$ cat config.mk
export PLATFORM = sky130hd
export DESIGN_NAME = mem_ctrl
export DESIGN_NICKNAME = d
export VERILOG_FILES = /design/src/rtl/mem_ctrl_pkg.sv /design/src/rtl/mem_ctrl.sv
export SDC_FILE = /design/constraint.sdc
export NUM_CORES = 1
export LEC_CHECK = 0
export ABC_AREA = 1
export CORE_ASPECT_RATIO = 0.6
export CORE_MARGIN = 4
export CORE_UTILIZATION = 30
export DETAILED_ROUTE_END_ITERATION = 7
export GPL_TIMING_DRIVEN = 0
export PLACE_DENSITY_LB_ADDON = 0.2
export SYNTH_ARGS = -nofsm -noshare
export SYNTH_HDL_FRONTEND = slang
export SYNTH_SLANG_ARGS = --single-unit
$ cat constraint.sdc
create_clock -name clk -period 3.33 [get_ports clk]
set_clock_uncertainty 0.05 [all_clocks]
set_input_delay 0.666 -clock clk [delete_from_list [all_inputs] [get_ports clk]]
set_output_delay 0.666 -clock clk [all_outputs]
set_load 0.05 [all_outputs]
$ cat src/rtl/mem_ctrl_pkg.sv
// -----------------------------------------------------------------------------
// mem_ctrl_pkg
// Shared definitions for the byte-serial memory controller:
//   - DATA_W / ADDR_W : 32-bit data and address widths
//   - CNT_W           : width of the per-transaction byte/step counter
//   - state_t         : controller FSM encoding (IDLE, READ, WRITE, DONE)
//   - LEN_*           : mem_len size codes (2'b11 is decoded as a word)
//   - len_to_bytes()  : size code -> number of bytes moved
//   - merge_byte()    : drops a RAM byte into its lane of the read buffer
// -----------------------------------------------------------------------------
package mem_ctrl_pkg;

  localparam int DATA_W = 32;
  localparam int ADDR_W = 32;
  localparam int CNT_W  = 3;

  typedef enum logic [1:0] {
    ST_IDLE  = 2'b00,
    ST_READ  = 2'b01,
    ST_WRITE = 2'b10,
    ST_DONE  = 2'b11
  } state_t;

  localparam logic [1:0] LEN_BYTE = 2'b00;
  localparam logic [1:0] LEN_HALF = 2'b01;
  localparam logic [1:0] LEN_WORD = 2'b10;

  // Size code to byte count; the unused code 2'b11 falls through to a word.
  function automatic logic [CNT_W-1:0] len_to_bytes(input logic [1:0] len);
    logic [CNT_W-1:0] n;
    case (len)
      LEN_BYTE: n = 3'd1;
      LEN_HALF: n = 3'd2;
      default:  n = 3'd4;
    endcase
    return n;
  endfunction

  // A read step value of k+1 means ram_din currently holds byte k, so the
  // step number selects lane k. Step 0 carries no valid RAM data.
  function automatic logic [DATA_W-1:0] merge_byte(input logic [DATA_W-1:0] word,
                                                   input logic [CNT_W-1:0]  step,
                                                   input logic [7:0]        data);
    logic [DATA_W-1:0] r;
    r = word;
    case (step)
      3'd1:    r[7:0]   = data;
      3'd2:    r[15:8]  = data;
      3'd3:    r[23:16] = data;
      3'd4:    r[31:24] = data;
      default: r = word;
    endcase
    return r;
  endfunction

endpackage

$ cat src/rtl/mem_ctrl.sv
// -----------------------------------------------------------------------------
// mem_ctrl
// Arbitrates an instruction-fetch port and a load/store port onto a single
// byte-wide RAM with one cycle of read latency. Loads/stores and fetches are
// serialised one byte per cycle, little-endian, addresses wrapping at 32 bits.
// The load/store port has fixed priority over fetch. All outputs registered.
//
// Ports:
//   clk        : sole clock, rising edge
//   rst        : asynchronous active-low reset
//   if_req     : fetch request (level, held until if_done)
//   if_addr    : fetch byte address (always a 4-byte read)
//   if_flush   : pipeline flush, only acts when FETCH_ABORT_EN is defined
//   if_done    : one-cycle pulse, if_inst valid
//   if_inst    : fetched word
//   mem_req    : load/store request (level, held until mem_done)
//   mem_we     : 1 = store, 0 = load
//   mem_len    : 00 byte, 01 half, 10/11 word
//   mem_addr   : load/store byte address
//   mem_wdata  : store data, byte 0 in bits [7:0]
//   mem_done   : one-cycle pulse, load/store complete
//   mem_rdata  : zero-extended load data
//   ram_a      : RAM byte address (holds last value when idle)
//   ram_dout   : RAM write data (0 when not writing)
//   ram_wr     : RAM write strobe
//   ram_din    : RAM read data, valid the cycle after ram_a
//   busy       : high whenever the controller is not IDLE
//
// Build option:
//   FETCH_ABORT_EN : when defined, if_flush during a fetch read abandons the
//                    fetch (back to IDLE next cycle, no if_done).
// -----------------------------------------------------------------------------
module mem_ctrl
  import mem_ctrl_pkg::*;
(
  input  logic              clk,
  input  logic              rst,
  input  logic              if_req,
  input  logic [ADDR_W-1:0] if_addr,
  input  logic              if_flush,
  output logic              if_done,
  output logic [DATA_W-1:0] if_inst,
  input  logic              mem_req,
  input  logic              mem_we,
  input  logic [1:0]        mem_len,
  input  logic [ADDR_W-1:0] mem_addr,
  input  logic [DATA_W-1:0] mem_wdata,
  output logic              mem_done,
  output logic [DATA_W-1:0] mem_rdata,
  output logic [ADDR_W-1:0] ram_a,
  output logic [7:0]        ram_dout,
  output logic              ram_wr,
  input  logic [7:0]        ram_din,
  output logic              busy
);

  state_t            state;
  logic [CNT_W-1:0]  cnt;
  logic [CNT_W-1:0]  n_bytes;
  logic [ADDR_W-1:0] base;
  logic [23:0]       wdata_q;
  logic [DATA_W-1:0] rd_buf;
  logic              is_fetch;
  logic [DATA_W-1:0] rd_next;

`ifndef FETCH_ABORT_EN
  // Flush has no function in this build; tie it off explicitly.
  logic unused_flush;
  assign unused_flush = if_flush;
`endif

  // Read buffer with the byte currently on ram_din merged into its lane.
  always_comb begin
    rd_next = merge_byte(rd_buf, cnt, ram_din);
  end

  // Controller FSM. The transaction (address, size, store data, requester)
  // is latched at acceptance so later changes on the request ports have no
  // effect. In READ the counter runs 0..n: step k drives address k (k < n)
  // and captures byte k-1 (k >= 1), because RAM data lags the address by one
  // cycle. In WRITE step k drives address and data for byte k in the same
  // cycle. DONE lasts exactly one cycle and ignores all requests.
  always_ff @(posedge clk or negedge rst) begin
    if (!rst) begin
      state     <= ST_IDLE;
      cnt       <= '0;
      n_bytes   <= '0;
      base      <= '0;
      wdata_q   <= '0;
      rd_buf    <= '0;
      is_fetch  <= 1'b0;
      ram_a     <= '0;
      ram_dout  <= '0;
      ram_wr    <= 1'b0;
      if_done   <= 1'b0;
      if_inst   <= '0;
      mem_done  <= 1'b0;
      mem_rdata <= '0;
      busy      <= 1'b0;
    end else begin
      if_done  <= 1'b0;
      mem_done <= 1'b0;
      case (state)
        ST_IDLE: begin
          ram_wr   <= 1'b0;
          ram_dout <= '0;
          cnt      <= '0;
          if (mem_req) begin
            state    <= mem_we ? ST_WRITE : ST_READ;
            busy     <= 1'b1;
            is_fetch <= 1'b0;
            base     <= mem_addr;
            n_bytes  <= len_to_bytes(mem_len);
            wdata_q  <= mem_wdata[31:8];
            rd_buf   <= '0;
            ram_a    <= mem_addr;
            ram_wr   <= mem_we;
            ram_dout <= mem_we ? mem_wdata[7:0] : 8'h00;
          end else if (if_req) begin
            state    <= ST_READ;
            busy     <= 1'b1;
            is_fetch <= 1'b1;
            base     <= if_addr;
            n_bytes  <= 3'd4;
            rd_buf   <= '0;
            ram_a    <= if_addr;
          end
        end

        ST_READ: begin
`ifdef FETCH_ABORT_EN
          if (is_fetch && if_flush) begin
            state <= ST_IDLE;
            busy  <= 1'b0;
            cnt   <= '0;
          end else
`endif
          begin
            if (cnt != '0) begin
              rd_buf <= rd_next;
            end
            if (cnt == n_bytes) begin
              state <= ST_DONE;
              if (is_fetch) begin
                if_inst <= rd_next;
                if_done <= 1'b1;
              end else begin
                mem_rdata <= rd_next;
                mem_done  <= 1'b1;
              end
            end else begin
              cnt <= cnt + 3'd1;
              if ((cnt + 3'd1) < n_bytes) begin
                ram_a <= base + {29'b0, cnt + 3'd1};
              end
            end
          end
        end

        ST_WRITE: begin
          if (cnt == n_bytes - 3'd1) begin
            state    <= ST_DONE;
            ram_wr   <= 1'b0;
            ram_dout <= '0;
            mem_done <= 1'b1;
          end else begin
            cnt      <= cnt + 3'd1;
            ram_a    <= base + {29'b0, cnt + 3'd1};
            ram_dout <= wdata_q[7:0];
            wdata_q  <= {8'h00, wdata_q[23:8]};
          end
        end

        ST_DONE: begin
          state <= ST_IDLE;
          busy  <= 1'b0;
          cnt   <= '0;
        end

        default: begin
          state <= ST_IDLE;
          busy  <= 1'b0;
        end
      endcase
    end
  end

endmodule

Word-level counts from Yosys, hierarchy flattened
Cells that the tools add are included.
{"block": "op_classes", "bitwise": 1, "addsub": 3, "mux": 47, "order_cmp": 1, "n_reduce_logical": 19, "eq_ne": 18}
{"operator": "2-to-1 mux 32 bit", "count": 8}
{"operator": "one-hot mux 32 bit (3 select lines)", "count": 1}
{"operator": "one-hot mux 32 bit (2 select lines)", "count": 1}
{"operator": "2-to-1 mux 8 bit", "count": 7}
{"operator": "2-to-1 mux 24 bit", "count": 2}
{"operator": "one-hot mux 24 bit (2 select lines)", "count": 1}
{"operator": "adder 32 x 3 -> 32 bit", "count": 1}
{"operator": "one-hot mux 8 bit (2 select lines)", "count": 1}
{"operator": "AND reduction 3 bit", "count": 5}
{"operator": "inequality test 2 bit, second input constant", "count": 7}
{"operator": "2-to-1 mux 3 bit", "count": 4}
{"operator": "2-to-1 mux 1 bit", "count": 11}
{"operator": "2-to-1 mux 2 bit", "count": 5}
{"operator": "one-hot mux 3 bit (3 select lines)", "count": 1}
{"operator": "one-hot mux 2 bit (4 select lines)", "count": 1}
{"operator": "AND reduction 2 bit", "count": 4}
{"operator": "nonzero test 2 bit", "count": 4}
{"operator": "equality test 3 x 2 -> 1 bit, second input constant", "count": 2}
{"operator": "equality test 3 bit", "count": 2}
{"operator": "one-hot mux 1 bit (2 select lines)", "count": 3}
{"operator": "one-hot mux 3 bit (2 select lines)", "count": 1}
{"operator": "nonzero test 3 bit", "count": 2}
{"operator": "AND reduction 5 bit", "count": 1}
{"operator": "equality test 2 x 1 -> 1 bit, second input constant", "count": 2}
{"operator": "other kinds (10)", "count": 12}
{"block": "word_totals", "input_bits": 112, "output_inout_bits": 108, "reg_bits": 205}

Depth between registers and ports, before layout
{"block": "depth", "word_depth": 5, "mapped_depth": 14, "depth_no_buf": 14}

Worst setup path before layout
No wires, ideal clock.
{"block": "synth_path", "path_type": "flip-flop to flip-flop", "startpoint": "register cnt[1]", "endpoint": "register ram_a[30]", "arrival_ns": 2.086, "path_buffers": 0, "path_slack_ns": 1.077, "period_less_slack_ns": 2.253, "required_ns": 3.162, "path_stages_with_launch": 15, "setup_ns": 0.118, "path_cell_list": "dfrtp_1 -> inv_1 -> ha_1 -> inv_1 -> fa_1 -> inv_1 -> nand2_1 -> nand2_1 -> nand2_1 -> nor2_1 -> nand2_1 -> nand2_1 -> nand3_1 -> nand2_1 -> nand2_1"}
{"block": "synth_via", "elab_chain_len": 5}
{"element": "start: declaration", "line_no": "mem_ctrl.sv:58", "text": "logic [CNT_W-1:0] cnt;"}
{"element": "start signal: assignment", "line_no": "mem_ctrl.sv:152", "text": "cnt <= cnt + 3'd1;"}
{"element": "start signal: assignment", "line_no": "mem_ctrl.sv:167", "text": "cnt <= cnt + 3'd1;"}
{"element": "adder 3 x 1 -> 3 bit", "line_no": "mem_ctrl.sv:153, mem_ctrl.sv:154, mem_ctrl.sv:168"}
{"element": "adder 32 x 3 -> 32 bit", "line_no": "mem_ctrl.sv:154, mem_ctrl.sv:168"}
{"element": "2-to-1 mux 32 bit", "line_no": "mem_ctrl.sv:153", "text": "if ((cnt + 3'd1) < n_bytes) begin"}
{"element": "2-to-1 mux 32 bit", "line_no": "mem_ctrl.sv:142", "text": "if (cnt == n_bytes) begin"}
{"element": "one-hot mux 32 bit (3 select lines)", "line_no": "mem_ctrl.sv:103", "text": "case (state)"}
{"element": "end signal: assignment", "line_no": "mem_ctrl.sv:116", "text": "ram_a <= mem_addr;"}
{"element": "end signal: assignment", "line_no": "mem_ctrl.sv:154", "text": "ram_a <= base + {29'b0, cnt + 3'd1};"}
{"element": "end signal: assignment", "line_no": "mem_ctrl.sv:168", "text": "ram_a <= base + {29'b0, cnt + 3'd1};"}
{"element": "end: declaration", "line_no": "mem_ctrl.sv:50", "text": "output logic [ADDR_W-1:0] ram_a,"}
Parallel ways exist; a longest one is shown, timed or not. The select of a mux whose other input is x is not followed.
A chain may end at the register's enable or synchronous reset.

Worst setup path in the final report
{"block": "layout_path", "startpoint": "register cnt[0]", "endpoint": "register ram_a[16]"}
The elaborated chain is that of the path after synthesis.

==> summary.txt <==
GRT
  • Vias in the first global route: roughly 9,600
  • Largest net degree at the start of global routing: 115
  • Number of antenna violations at the first check in global routing: 1
  • GRT Total Usage: 19.53%
  • Gr ovfl total: 0
  • Global-route wire length before repair: 58.48 mm

Logic synthesis
  • Xor-xnor portion of the synthesized cell area: 0.2525%
  • Synth top cells by count: 526 x nand2_1, 205 x dfrtp_1, 119 x o21ai_0
  • Post-synthesis simple-gate area fraction: 28.55%
  • Sequential-to-total area share from yosys stat: 49.30%
  • Top post-synthesis cells by area: dfrtp_1 49%, nand2_1 19%, o21ai_0 5.7%
  • Post-Syn Area: 10,400 sq um
  • Post-synthesis mux area share: 0.3848%
  • Most used DFF post-synth: dfrtp_1
  • Largest family of logic cells by synthesized area: simple AND/OR/NAND/NOR gates
  • Number of library cell types mapped by synthesis: 35
  • Flops & latches, synth: 205
  • Synth warnings: 0
  • Synth area leader: dfrtp_1
  • Synth top area share: 49.30%
  • Area fraction in compound gates after synthesis: 12.17%
  • Synthesized instance count: 1,360
  • Most common cell in the synthesized netlist: nand2_1
  • Synthesized Nets: approximately 1,500
  • Number of flops mapped to enable cells by yosys: 0
  • Asr flop ratio synth: 100.0%
  • Post-synthesis adder-cell area fraction: ~2.2%
  • Syn_area_per_cell: 7.651 sq um

Setup path
  • Buf+Inv Stages, Crit Path: 3
  • Crit. path cell count: 13
  • Cell family with most CP delay: simple AND/OR/NAND/NOR gates
  • Crit path capture type: flop
  • CP max-delay cell: fa_1
  • Maximum fanout along the worst path: 7
  • CP most frequent cell: nand2_1
  • Worst path required time: 3730 ps
  • Reg2reg start: cnt[0]$_DFFE_PN0P_
  • Critical Path AT: 3400 ps
  • Worst Setup Start Kind: flop
  • Critical path's largest stage delay: 460 ps
  • Setup CP Type: flop to flop
  • Crit path from: cnt[0]$_DFFE_PN0P_
  • Worst Reg-to-Reg Cells: 13
  • CP cell instances: inv_1 -> ha_1 -> inv_1 -> fa_1 -> inv_1 -> nand2_1 -> nand2_1 -> nand2_1 -> nor2_1 -> nand4_1 -> nand3_1 -> nand2_1 -> nand2_1

Final layout
  • Layout cells sized above 1: 6.432%
  • Nets: 1,732
  • Non-Filler Instances: 2,077
  • Area added between synthesis and finish: 34.39%
  • Final core utilization: 41.17%

STA
  • Unrepaired setup endpoints after global routing: false
  • Fin. max-slew vios: 0
  • Final worst-path cycle share: around 90%
  • Final setup TNS: 0 ps
  • Post-layout minimum cycle time: between 3000 and 4000 ps
  • Peak Freq: between 300 and 400 MHz
  • Worst-Margin Slew: 782.3 ps
  • Final Hold Fails: 0
  • Final setup viols: 0
  • Max-slew headroom: 47.29%

Routing
  • Drt first pass iters: 5
  • Routed length per instance: approximately 18 um
  • ANT nets after route: 0
  • DRC violations left: 0
  • DR vias/cell: 4.823
  • Final wirelength: about 38 mm
  • 1st-iter DRT viols: 816
  • Vias: between 10,000 and 15,000

Clock tree
  • CTS clk-pin slew, worst paths: 70 ps
  • Post-CTS Hold Buffers: 0
  • Root Buffer: clkbuf_16
  • Clk Latency, worst-skew pair: 520 ps
  • CTS max path bufs: 3
  • CTS tree: built
  • Cts repair resizes: 0
  • Sink Count: 205
  • H-tree Lvls: 1
  • Num CTS Buffers: 22
  • # Post-CTS Setup Buffers: 0

Job
  • Number of max-cap violations: 0

Power and ir drop
  • Pwr/cell area: 1217 nW/um^2
  • Leakage power: approximately 6.5 nW
  • Tot Pwr: 17.01 mW
  • Clock share of power: between 10% and 20%
  • Net Sw Power: between 8 and 9 mW
  • Combinational power share: 57.7%
  • Sequential share of power: a little over a quarter
  • Peak supply drop: 0.4971 mV
  • Cell internal pwr: 8.372 mW
  • Switching part of the total: roughly half

Placed design
  • Routability congestion estimate: 0.9559
  • IO Port Bufs: around 220
  • DP HPWL: 29.38 mm
  • Post-Place Cells: 2,037

Floorplanning
  • Top-Level Pins: 220
  • Die W: roughly 250 um
  • Starting Density: 30.64%
  • Die area: 37,820 sq um
  • Die height: 152.3 um
  • Placement Rows: 52
  • Area of the core: between 30,000 and 40,000 sq um

Outcome
  • Status: finished, final reports clean

Hold path
  • Worst Hold Class: primary input to async pin
## flip-flops by register name (all words and copies together) (netlist names)
signal and count:
mem_done 1, if_done 1, is_fetch 1, wdata_q 24, ram_wr 1, base 32, if_inst 32, n_bytes 3
rd_buf 32, busy 1, ram_a 32, ram_dout 8, state 2, cnt 3, mem_rdata 32
## power by group through the flow
stage	clock [mW]	combinational (mW)	sequential [mW]
finish	2.75	9.81	4.45
global route	2.92	10.7	4.60
CTS	2.83	9.83	4.45
detailed placement	0	9.79	4.48
global placement	0	9.69	4.46
floorplan	0	4.19	6.56
## worst reg2reg max path, stage by stage (launching register included)
cell and delay, ps:
dfrtp_1 430, inv_1 170, ha_1 430, inv_1 90, fa_1 460, inv_1 130
nand2_1 80, nand2_1 120, nand2_1 200, nor2_1 260, nand4_1 140, nand3_1 220
nand2_1 100, nand2_1 60
## metal layers
| metal | part of all wire [%] | routed length (um) | global-route usage, % | vias to the layer above |
|---|---|---|---|---|
| met5 | 0 | 0 | 0 | - |
| li1 | - | - | - | 4845 |
| met3 | 7.9 | 3024 | 5.322 | 38 |
| met4 | 1.7 | 658 | 3.603 | 0 |
| met1 | 52 | 19710 | 31.42 | 4805 |
| met2 | 39 | 14750 | 25.77 | 329 |
## final timing paths
kind	end	slack [ps]
max	ram_a[16]$_DFFE_PN0P_	330
min	if_inst[7]$_DFFE_PN0P_	110
max reg2reg	ram_a[16]$_DFFE_PN0P_	330
min reg2reg	ram_wr$_DFFE_PN0P_	430
max in group asynchronous	wdata_q[14]$_DFFE_PN0P_	2030
min in group clk	ram_wr$_DFFE_PN0P_	430
## placed cells by master (no fill, tap or decap), drive strengths merged, types with 26 or more instances in the layout
master,n
a21oi,26
buf,41
clkbuf,51
clkdlybuf4s50,216
dfrtp,205
inv,108
nand2,531
nand3,88
nor2,104
o21ai,127
## through the flow
step           worst slack, ps  cell area (sq um)  hold slack, ps
3_5_place_dp             414.4              13180           414.6
2_1_floorplan             1077              10410           320.4
3_3_place_gp             -7744              13150           413.5
5_1_grt                  144.2              13980           164.7
6_report                 326.6              13980           107.8
4_1_cts                  402.3              13980           130.8
## cell type report
class	count	area (sq um)
diodes	1	2.502
plain buffers	61	334.1
flip-flops and latches	205	5130
fillers	3499	19980
repair buffers	218	2205
clock buffers	29	638.1
multi-input cells	986	4536
well taps	459	574.3
clock inverters	10	158.9
inverters	108	405.4
## cells by family after synthesis
family                     count (synthesis)
and+or+nand+nor                          737
buffers and inverters                    169
xor gates and xnor gates                   3
muxes                                      4
adders and majority gates                 18
DFF                                      205
AOI/OAI and AO/OA                        224
Note: power is estimated with default switching activity, not from simulation.
